## config.mk

```make
export PLATFORM = sky130hd
export DESIGN_NAME = program_loader_flat
export DESIGN_NICKNAME = d
export VERILOG_FILES = /design/src/rtl/program_loader_if.sv /design/src/rtl/program_loader.sv /design/src/flat_wrapper.sv
export SDC_FILE = /design/constraint.sdc
export NUM_CORES = 1
export LEC_CHECK = 0
export CAP_MARGIN = 40
export CORE_UTILIZATION = 51
export CTS_CLUSTER_DIAMETER = 60
export DETAILED_ROUTE_END_ITERATION = 10
export PLACE_DENSITY = 0.76
export SLEW_MARGIN = 5
export SYNTH_ARGS = -nofsm -noshare
export SYNTH_HDL_FRONTEND = slang
export SYNTH_SLANG_ARGS = --single-unit
```

## constraint.sdc

```tcl
create_clock -name clk -period 4.3 [get_ports clk]
set_input_delay 0.645 -clock clk [delete_from_list [all_inputs] [get_ports clk]]
set_output_delay 0.645 -clock clk [all_outputs]
set_load 0.02 [all_outputs]
```

## src/rtl/program_loader_if.sv

```systemverilog
// program_loader_if: byte stream, acknowledge and instruction-memory
// write bundle between the program loader and its surroundings.
//   rx_valid/rx_data  : received byte pulse from the UART receiver
//   tx_valid/tx_data  : acknowledge byte towards the UART transmitter
//   tx_ready          : transmitter can take the byte
//   reload            : restart pulse, honoured in DONE or ERR
//   imem_we/addr/wdata: instruction-memory word write port
//   busy/done/error   : loader status
interface program_loader_if #(
   parameter int unsigned ADDR_WIDTH = 14
);
   logic                  rx_valid;
   logic [7:0]            rx_data;
   logic                  tx_ready;
   logic                  tx_valid;
   logic [7:0]            tx_data;
   logic                  reload;
   logic                  imem_we;
   logic [ADDR_WIDTH-1:0] imem_addr;
   logic [31:0]           imem_wdata;
   logic                  busy;
   logic                  done;
   logic                  error;

   // Environment side: feeds bytes, drains the ack, sees memory writes.
   modport master (
      output rx_valid,
      output rx_data,
      output tx_ready,
      output reload,
      input  tx_valid,
      input  tx_data,
      input  imem_we,
      input  imem_addr,
      input  imem_wdata,
      input  busy,
      input  done,
      input  error
   );

   // Loader side.
   modport slave (
      input  rx_valid,
      input  rx_data,
      input  tx_ready,
      input  reload,
      output tx_valid,
      output tx_data,
      output imem_we,
      output imem_addr,
      output imem_wdata,
      output busy,
      output done,
      output error
   );
endinterface

```

## src/rtl/program_loader.sv

```systemverilog
// program_loader: assembles a little-endian program image from UART bytes
// (4-byte length N, N words, 4-byte XOR checksum), writes the words into
// instruction memory, answers with one ack byte and releases the core.
// Ports:
//   clk  : system clock
//   rst  : asynchronous active-high reset
//   bus  : program_loader_if.slave (rx, tx ack, reload, imem write, status)
module program_loader #(
   parameter int unsigned ADDR_WIDTH = 14,
   parameter int unsigned MAX_WORDS  = 16384,
   parameter logic [7:0]  ACK_OK     = 8'hAA,
   parameter logic [7:0]  ACK_ERR    = 8'h55
) (
   input logic             clk,
   input logic             rst,
   program_loader_if.slave bus
);

   localparam logic [31:0] LP_MAX = 32'(MAX_WORDS);
   localparam logic [ADDR_WIDTH:0] LP_ONE =
      {{ADDR_WIDTH{1'b0}}, 1'b1};

   typedef enum logic [2:0] {
      ST_LEN  = 3'd0,
      ST_DATA = 3'd1,
      ST_SUM  = 3'd2,
      ST_ACK  = 3'd3,
      ST_DONE = 3'd4,
      ST_ERR  = 3'd5
   } state_t;

   state_t r_state;
   state_t w_state_nxt;

   logic [1:0]            r_bcnt;
   // Holds the first three bytes of the current word; the fourth byte
   // arrives live on rx_data, so the word is complete in that cycle.
   logic [23:0]           r_shift;
   logic [ADDR_WIDTH:0]   r_len;
   logic [ADDR_WIDTH:0]   r_wcnt;
   logic [31:0]           r_sum;
   logic                  r_ack_err;
   logic                  r_tx_valid;
   logic [7:0]            r_tx_data;
   logic                  r_we;
   logic [ADDR_WIDTH-1:0] r_addr;
   logic [31:0]           r_wdata;

   logic        w_in_load;
   logic        w_byte;
   logic        w_last;
   logic [31:0] w_word;
   logic        w_len_big;
   logic        w_len_zero;
   logic        w_last_word;
   logic        w_tx_fire;
   logic        w_sum_ok;

   assign w_in_load   = (r_state == ST_LEN) ||
                        (r_state == ST_DATA) ||
                        (r_state == ST_SUM);
   assign w_byte      = bus.rx_valid && w_in_load;
   assign w_last      = w_byte && (r_bcnt == 2'd3);
   assign w_word      = {bus.rx_data, r_shift};
   assign w_len_big   = w_word > LP_MAX;
   assign w_len_zero  = w_word == 32'd0;
   // Word counter is one bit wider than the address, so N = 2^ADDR_WIDTH
   // still reaches its end condition without wrapping.
   assign w_last_word = (r_wcnt + LP_ONE) == r_len;
   assign w_tx_fire   = r_tx_valid && bus.tx_ready;
   assign w_sum_ok    = w_word == r_sum;

   // State register.
   always_ff @(posedge clk or posedge rst) begin
      if (rst) begin
         r_state <= ST_LEN;
      end else begin
         r_state <= w_state_nxt;
      end
   end

   // Next-state logic.
   always_comb begin
      w_state_nxt = r_state;
      unique case (r_state)
         ST_LEN: begin
            if (w_last) begin
               if (w_len_big) begin
                  w_state_nxt = ST_ACK;
               end else if (w_len_zero) begin
                  w_state_nxt = ST_SUM;
               end else begin
                  w_state_nxt = ST_DATA;
               end
            end
         end
         ST_DATA: begin
            if (w_last && w_last_word) begin
               w_state_nxt = ST_SUM;
            end
         end
         ST_SUM: begin
            if (w_last) begin
               w_state_nxt = ST_ACK;
            end
         end
         ST_ACK: begin
            if (w_tx_fire) begin
               w_state_nxt = r_ack_err ? ST_ERR : ST_DONE;
            end
         end
         ST_DONE, ST_ERR: begin
            if (bus.reload) begin
               w_state_nxt = ST_LEN;
            end
         end
         default: w_state_nxt = ST_LEN;
      endcase
   end

   // Datapath: byte assembly, memory write port, checksum, ack byte.
   always_ff @(posedge clk or posedge rst) begin
      if (rst) begin
         r_bcnt     <= '0;
         r_shift    <= '0;
         r_len      <= '0;
         r_wcnt     <= '0;
         r_sum      <= '0;
         r_ack_err  <= 1'b0;
         r_tx_valid <= 1'b0;
         r_tx_data  <= '0;
         r_we       <= 1'b0;
         r_addr     <= '0;
         r_wdata    <= '0;
      end else begin
         r_we <= 1'b0;
         if (w_byte) begin
            r_bcnt  <= r_bcnt + 2'd1;
            r_shift <= {bus.rx_data, r_shift[23:8]};
         end
         unique case (r_state)
            ST_LEN: begin
               if (w_last) begin
                  r_len  <= w_word[ADDR_WIDTH:0];
                  r_wcnt <= '0;
                  if (w_len_big) begin
                     r_ack_err  <= 1'b1;
                     r_tx_valid <= 1'b1;
                     r_tx_data  <= ACK_ERR;
                  end
               end
            end
            ST_DATA: begin
               if (w_last) begin
                  r_we    <= 1'b1;
                  r_addr  <= r_wcnt[ADDR_WIDTH-1:0];
                  r_wdata <= w_word;
                  r_sum   <= r_sum ^ w_word;
                  r_wcnt  <= r_wcnt + LP_ONE;
               end
            end
            ST_SUM: begin
               if (w_last) begin
                  r_ack_err  <= !w_sum_ok;
                  r_tx_valid <= 1'b1;
                  r_tx_data  <= w_sum_ok ? ACK_OK : ACK_ERR;
               end
            end
            ST_ACK: begin
               if (w_tx_fire) begin
                  r_tx_valid <= 1'b0;
               end
            end
            ST_DONE, ST_ERR: begin
               if (bus.reload) begin
                  r_bcnt    <= '0;
                  r_shift   <= '0;
                  r_len     <= '0;
                  r_wcnt    <= '0;
                  r_sum     <= '0;
                  r_ack_err <= 1'b0;
               end
            end
            default: ;
         endcase
      end
   end

   assign bus.tx_valid   = r_tx_valid;
   assign bus.tx_data    = r_tx_data;
   assign bus.imem_we    = r_we;
   assign bus.imem_addr  = r_addr;
   assign bus.imem_wdata = r_wdata;
   assign bus.busy       = w_in_load || (r_state == ST_ACK);
   assign bus.done       = (r_state == ST_DONE);
   assign bus.error      = (r_state == ST_ERR);

endmodule

```

## src/flat_wrapper.sv

```systemverilog
// flat-port wrapper written by rule: the top's interface ports become plain ports
module program_loader_flat 
#(
   parameter int unsigned ADDR_WIDTH = 14,
   parameter int unsigned MAX_WORDS  = 16384,
   parameter logic [7:0]  ACK_OK     = 8'hAA,
   parameter logic [7:0]  ACK_ERR    = 8'h55
)
  (clk, rst, bus_rx_valid, bus_rx_data, bus_tx_ready, bus_reload, bus_tx_valid, bus_tx_data, bus_imem_we, bus_imem_addr, bus_imem_wdata, bus_busy, bus_done, bus_error);
  program_loader_if #(.ADDR_WIDTH(ADDR_WIDTH)) bus_i ();
  input logic clk;
  input logic rst;
  input wire logic [$bits(bus_i.rx_valid)-1:0] bus_rx_valid;
  input wire logic [$bits(bus_i.rx_data)-1:0] bus_rx_data;
  input wire logic [$bits(bus_i.tx_ready)-1:0] bus_tx_ready;
  input wire logic [$bits(bus_i.reload)-1:0] bus_reload;
  output wire logic [$bits(bus_i.tx_valid)-1:0] bus_tx_valid;
  output wire logic [$bits(bus_i.tx_data)-1:0] bus_tx_data;
  output wire logic [$bits(bus_i.imem_we)-1:0] bus_imem_we;
  output wire logic [$bits(bus_i.imem_addr)-1:0] bus_imem_addr;
  output wire logic [$bits(bus_i.imem_wdata)-1:0] bus_imem_wdata;
  output wire logic [$bits(bus_i.busy)-1:0] bus_busy;
  output wire logic [$bits(bus_i.done)-1:0] bus_done;
  output wire logic [$bits(bus_i.error)-1:0] bus_error;
  assign bus_i.rx_valid = bus_rx_valid;
  assign bus_i.rx_data = bus_rx_data;
  assign bus_i.tx_ready = bus_tx_ready;
  assign bus_i.reload = bus_reload;
  assign bus_tx_valid = bus_i.tx_valid;
  assign bus_tx_data = bus_i.tx_data;
  assign bus_imem_we = bus_i.imem_we;
  assign bus_imem_addr = bus_i.imem_addr;
  assign bus_imem_wdata = bus_i.imem_wdata;
  assign bus_busy = bus_i.busy;
  assign bus_done = bus_i.done;
  assign bus_error = bus_i.error;
  program_loader #(.ADDR_WIDTH(ADDR_WIDTH), .MAX_WORDS(MAX_WORDS), .ACK_OK(ACK_OK), .ACK_ERR(ACK_ERR)) u_core (.clk(clk), .rst(rst), .bus(bus_i));
endmodule
```

[Word level (Yosys, flattened, before mapping)]
Index checks and enable logic that the tools add are counted.
Storage, ports and cells
  bits of input ports: 13
  flip-flop bits (word level): 148
  logic and storage cells: 95
  output and inout port bits: 59
Operators by class
  bitwise gates (word level): 1
  eq/ne operators: 15
  $lt $le $gt $ge: 1
  mux-type cells: 39
  reduce and logical (&&, ||, !) cells: 25
  add/sub/neg operators: 2
Operator list (number)
  2-to-1 mux 24 bit: 3
  2-to-1 mux 32 bit: 2
  case mux 32 bit (2 select lines): 1
  2-to-1 mux 15 bit: 4
  case mux 15 bit (3 select lines): 1
  == test 32 bit: 1
  > comparator 32 x 15 -> 1 bit, second input constant: 1
  logical NOT 32 bit: 1
  2-to-1 mux 8 bit: 4
  bitwise XOR 32 bit: 1
  case mux 15 bit (2 select lines): 1
  2-to-1 mux 3 bit: 6
  case mux 8 bit (2 select lines): 1
  adder 15 x 1 -> 15 bit, second input constant: 1
  == test 15 bit: 1
  case mux 3 bit (5 select lines): 1
  AND reduction 5 bit: 3
  inequality test 2 x 1 -> 1 bit, second input constant: 5
  2-to-1 mux 1 bit: 9
  nonzero test 3 bit: 3
  2-to-1 mux 2 bit: 4
  AND reduction 4 bit: 2
  == test 3 x 2 -> 1 bit, second input constant: 2
  == test 3 bit, second input constant: 2
  other kinds (13): 23

[Depth between registers and ports, before layout]
  depth after elaboration: 8
  depth in mapped cells: 11
  gate-level depth less buffers: 8

[Worst setup path before layout]
Ideal clock, no wire load.
  path type: register -> register
  start point: reg u_core.r_wcnt[0]
  end point: reg u_core.r_state[0]
  clock period less this slack: 2.101 ns
  data required time: 4.166 ns
  library setup time: 0.134 ns
  arrival: 1.966 ns
  cell stages (with the launch flop): 8
  buffers on the path: 0
  setup slack: 2.199 ns
  path through: dfrtp_1 ha_1 nand3_2 or4_4 xnor2_1 nand3_1 nor4_2 o31ai_1
Between the ends
  longest elaborated chain between the ends: 5
Ends and longest elaborated chain
  from (decl): RTL line program_loader.sv:40  | logic [ADDR_WIDTH:0] r_wcnt;
  from (signal assigned): RTL line program_loader.sv:159  | r_wcnt <= r_wcnt + LP_ONE;
  adder 15 x 1 -> 15 bit: RTL line program_loader.sv:69  | assign w_last_word = (r_wcnt + LP_ONE) == r_len;
  == test 15 bit: RTL line program_loader.sv:69
  logical AND 1 bit: RTL line program_loader.sv:98  | if (w_last && w_last_word) begin
  inequality test 2 bit (no line)
  AND reduction 5 bit (no line)
  to (signal assigned): RTL line program_loader.sv:78  | r_state <= w_state_nxt;
  to (decl): RTL line program_loader.sv:32  | state_t r_state;
Every way passes these cells.
A chain may end at the register's enable or synchronous reset.

[Final worst setup path]
  start point: reg u_core.r_state[2]
  end point: out bus_error
Between the ends
  longest elaborated chain between the ends: 1
Ends and longest elaborated chain
  == test 3 bit: RTL line program_loader.sv:196  | assign bus.error = (r_state == ST_ERR);
  to (decl): RTL line flat_wrapper.sv:24  | output wire logic [$bits(bus_i.error)-1:0] bus_error;
Every way passes these cells.

==> flow_summary.ini <==
[synth]
postSynthCellCount = 770
yosysUniqueCellTypes = 49
async_reset_ff_share_pct = 100
ys_seq_area_share_pct = 52.8
syn-num-nets = 785
syn_area_um2 = 6730
syn_avg_cell_area_um2 = 8.74
ys_warn_count = 0
synth_edf_count = 0
synth-seq-cells = 142
synthFlopType = dfrtp_1

[critical_path]
worst_setup_path_end_kind = output pin
crit_end = bus_error
rr_endpoint = u_core.r_sum[5]
reg2reg_slack_ps = 1630
ff2ff_path_depth = 9
startpoint_type = flip-flop
slowest_delay_ps = 600
arrival_ps = 2590
rr_startpoint = u_core.r_state[1]
path_depth = 4
crit_type = flip-flop to output pin
path_max_fanout = 19
critPathLaunch = u_core.r_state[2]
critical_path.top_delay_family = buffers and inverters
slowest_stage = clkdlybuf4s50_1
crit_required_ps = 3650
path_cells = clkinv_1, nor2_1, and2_1, clkdlybuf4s50_1
path_buf_inv = 2

[sta]
final-hold-violation-count = 0
fin_crit_sh_pct = 75.1
post-route-min-period_ps = 3230
drv_slew = 0
slew_headroom_pct = 39.1
rsz0062_at_grt = no
fmax_ghz = 0.310
worst_slew_pin_slew_ps = 914
finClkSkew_ps = 6.64
setup-violations-final = 0
fin_setup_tns_ps = 0

[routing]
dr.pass1.iters = 5
wirelength_mm = 15.8
first_iter_violations = 564
vias = 5614
routed_via_density = 5.63
ant_nets = 0
remaining_drc_errors = 0
wl_per_cell_um = 15.8

[worst_hold_path]
min_path_type = flip-flop to flip-flop

[clock_network]
cts_max_path_buffers = 2
clock_latency_ps = 420
cts_hold_buf = 0
cts_setup_buffers = 0
clk_pin_slew_ps = 60
htree_levels = 4
cts_sinks = 142
cts_buffers = 17
root_buffer = clkbuf_16
cts_tree = built
cts_resized = 0

[layout]
syn_to_final_growth_pct = 20.3
final_util_pct = 63.6
antenna_cells = 0
finalNetCount = 827
drive_gt1_share_pct = 5.82

[power]
vdd_drop_max_mv = 0.327
p_leak_nw = 3.62
power_density_nw_per_um2 = 648

[global_routing]
met2_usage_pct = 42.4
grtUsageMet1_pct = 31.4
antenna_found_initial = 0
grt_pass1_wl_mm = 26.4
grtUsageMet3_pct = 6.54
grt_pass1_vias = 5459
grt_max_degree = 107
gr-max-usage-layer = met2
overflow = 0
track_usage_pct = 25.3

[placement]
dp_hpwl_mm = 10.3
gp_congestion = 0.912
port_buffers = 71

[outcome]
status = completed

[die]
core-area_um2 = 12700
die_y_um = 117
io_pins = 72
start_util_pct = 52.9
rows = 41
dieWidth_um = 117
die_area_um2 = 13700

[flow_run]
maxCapViolCount = 0
-- registers in the layout, summed over array words and instances (netlist names) --
| signal | count |
|---|---|
| u_core.bus.imem_wdata | 32 |
| u_core.r_len | 15 |
| u_core.bus.imem_addr | 14 |
| u_core.r_state | 3 |
| u_core.r_shift | 24 |
| u_core.r_wcnt | 15 |
| u_core.r_sum | 32 |
| u_core.bus.tx_data | 2 |
| u_core.bus.imem_we | 1 |
| u_core.bus.tx_valid | 1 |
| u_core.r_bcnt | 2 |
| u_core.r_ack_err | 1 |
-- kinds of logic (layout without fill, tap and decap cells) --
logic type	after synthesis	count (layout)	synth area share (%)
xor+xnor	61	61	8.16
simple gates	349	349	21.8
mux	1	1	0.149
buf+inv	66	121	4.57
compound gates	149	149	12.1
flops	142	142	52.8
fa+ha+maj	2	2	0.372
-- worst register-to-register path: cells and delay by family, from the launching register on --
family	cells	cell delay (ps)
buffers and inverters	2	360
AND/OR/NAND/NOR	5	1320
AO/OA/AOI/OAI	2	320
flip-flops	1	550
-- where the power goes --
part / leakage [nW] / switching (mW) / internal [mW]
registers: 1.91 / 0.473 / 1.74
logic: 1.41 / 0.762 / 0.693
clock network: 0.304 / 0.576 / 1.01
-- stage by stage --
| stage | worst slack (ps) | power (mW) | cell area, µm² | std cells | hold WS [ps] |
|---|---|---|---|---|---|
| after floorplan | 1880 | 3.12 | 6730 | 770 | 463 |
| after global placement | 1180 | 3.60 | 7450 | 964 | 458 |
| after detailed placement | 1030 | 3.67 | 7460 | 965 | 462 |
| after CTS | 1100 | 5.27 | 8100 | 997 | 477 |
| after global routing | 905 | 5.56 | 8100 | 997 | 496 |
| final | 1070 | 5.25 | 8100 | 997 | 473 |
-- layer usage --
metal | part of all wire [%] | up-vias
met3 | 4.9 | 30
met5 | 0 | -
met4 | 2.3 | 0
met2 | 51 | 187
li1 | - | 2628
met1 | 42 | 2769
-- Yosys cell counts (2+ instances only) --
cell type	instances	area share, %
nand2_1	275	15
dfrtp_1	142	53
o21ai_0	90	6.7
xnor2_1	46	6.0
a21oi_1	32	2.4
clkbuf_1	31	1.7
nand3_1	16	1.2
nor2_1	14	0.78
xor2_1	14	1.8
nor4_1	12	1.1
inv_1	11	0.61
nand4_1	11	1.0
buf_4	9	1.0
buf_2	8	0.60
nor3_1	5	0.37
o21ai_1	5	0.37
o31ai_1	4	0.45
a21o_1	3	0.33
a22o_1	3	0.39
buf_1	3	0.17
and2_1	2	0.19
and3_1	2	0.19
buf_6	2	0.33
ha_1	2	0.37
nand2b_1	2	0.19
o22ai_1	2	0.19
o2bb2ai_1	2	0.26
-- worst min path at each step --
stage,start,to,cells after the start
2_1_floorplan,u_core.r_ack_err,u_core.r_ack_err,1
3_3_place_gp,u_core.bus.imem_addr[12],u_core.bus.imem_addr[12],2
4_1_cts,u_core.bus.imem_addr[2],u_core.bus.imem_addr[2],2
3_5_place_dp,u_core.bus.imem_addr[2],u_core.bus.imem_addr[2],2
6_report,u_core.bus.imem_addr[12],u_core.bus.imem_addr[12],2
5_1_grt,u_core.bus.imem_addr[2],u_core.bus.imem_addr[2],2
-- cell usage in the layout (no fill, tap or decap), drive strengths merged, types with 2 or more instances in the layout --
cell | Yosys | layout
nand2 | 275 | 275
a21oi | 32 | 32
buf | 22 | 6
clkinvlp | 0 | 4
nor3 | 5 | 5
and3 | 2 | 2
a22o | 3 | 3
inv | 11 | 13
a21o | 3 | 3
o21ai | 95 | 95
xnor2 | 46 | 46
xor2 | 14 | 14
o31ai | 4 | 4
nand3 | 18 | 18
clkdlybuf4s50 | 0 | 71
nor2 | 14 | 14
ha | 2 | 2
bufinv | 0 | 4
and2 | 2 | 2
o2bb2ai | 2 | 2
or4 | 2 | 2
nand4 | 11 | 11
nand2b | 2 | 2
clkinv | 1 | 3
clkbuf | 32 | 20
o22ai | 2 | 2
nor4 | 13 | 13
dfrtp | 142 | 142
-- area by class of cell --
type,instances,area (µm²)
tap,172,215
clock buffer,20,457
sequential,142,3550
clock inverter,12,183
inverter,12,48.8
fill,1111,4630
multi-input combinational,562,2870
timing repair buffer,77,768
Note: power is estimated with default switching activity, not from simulation.
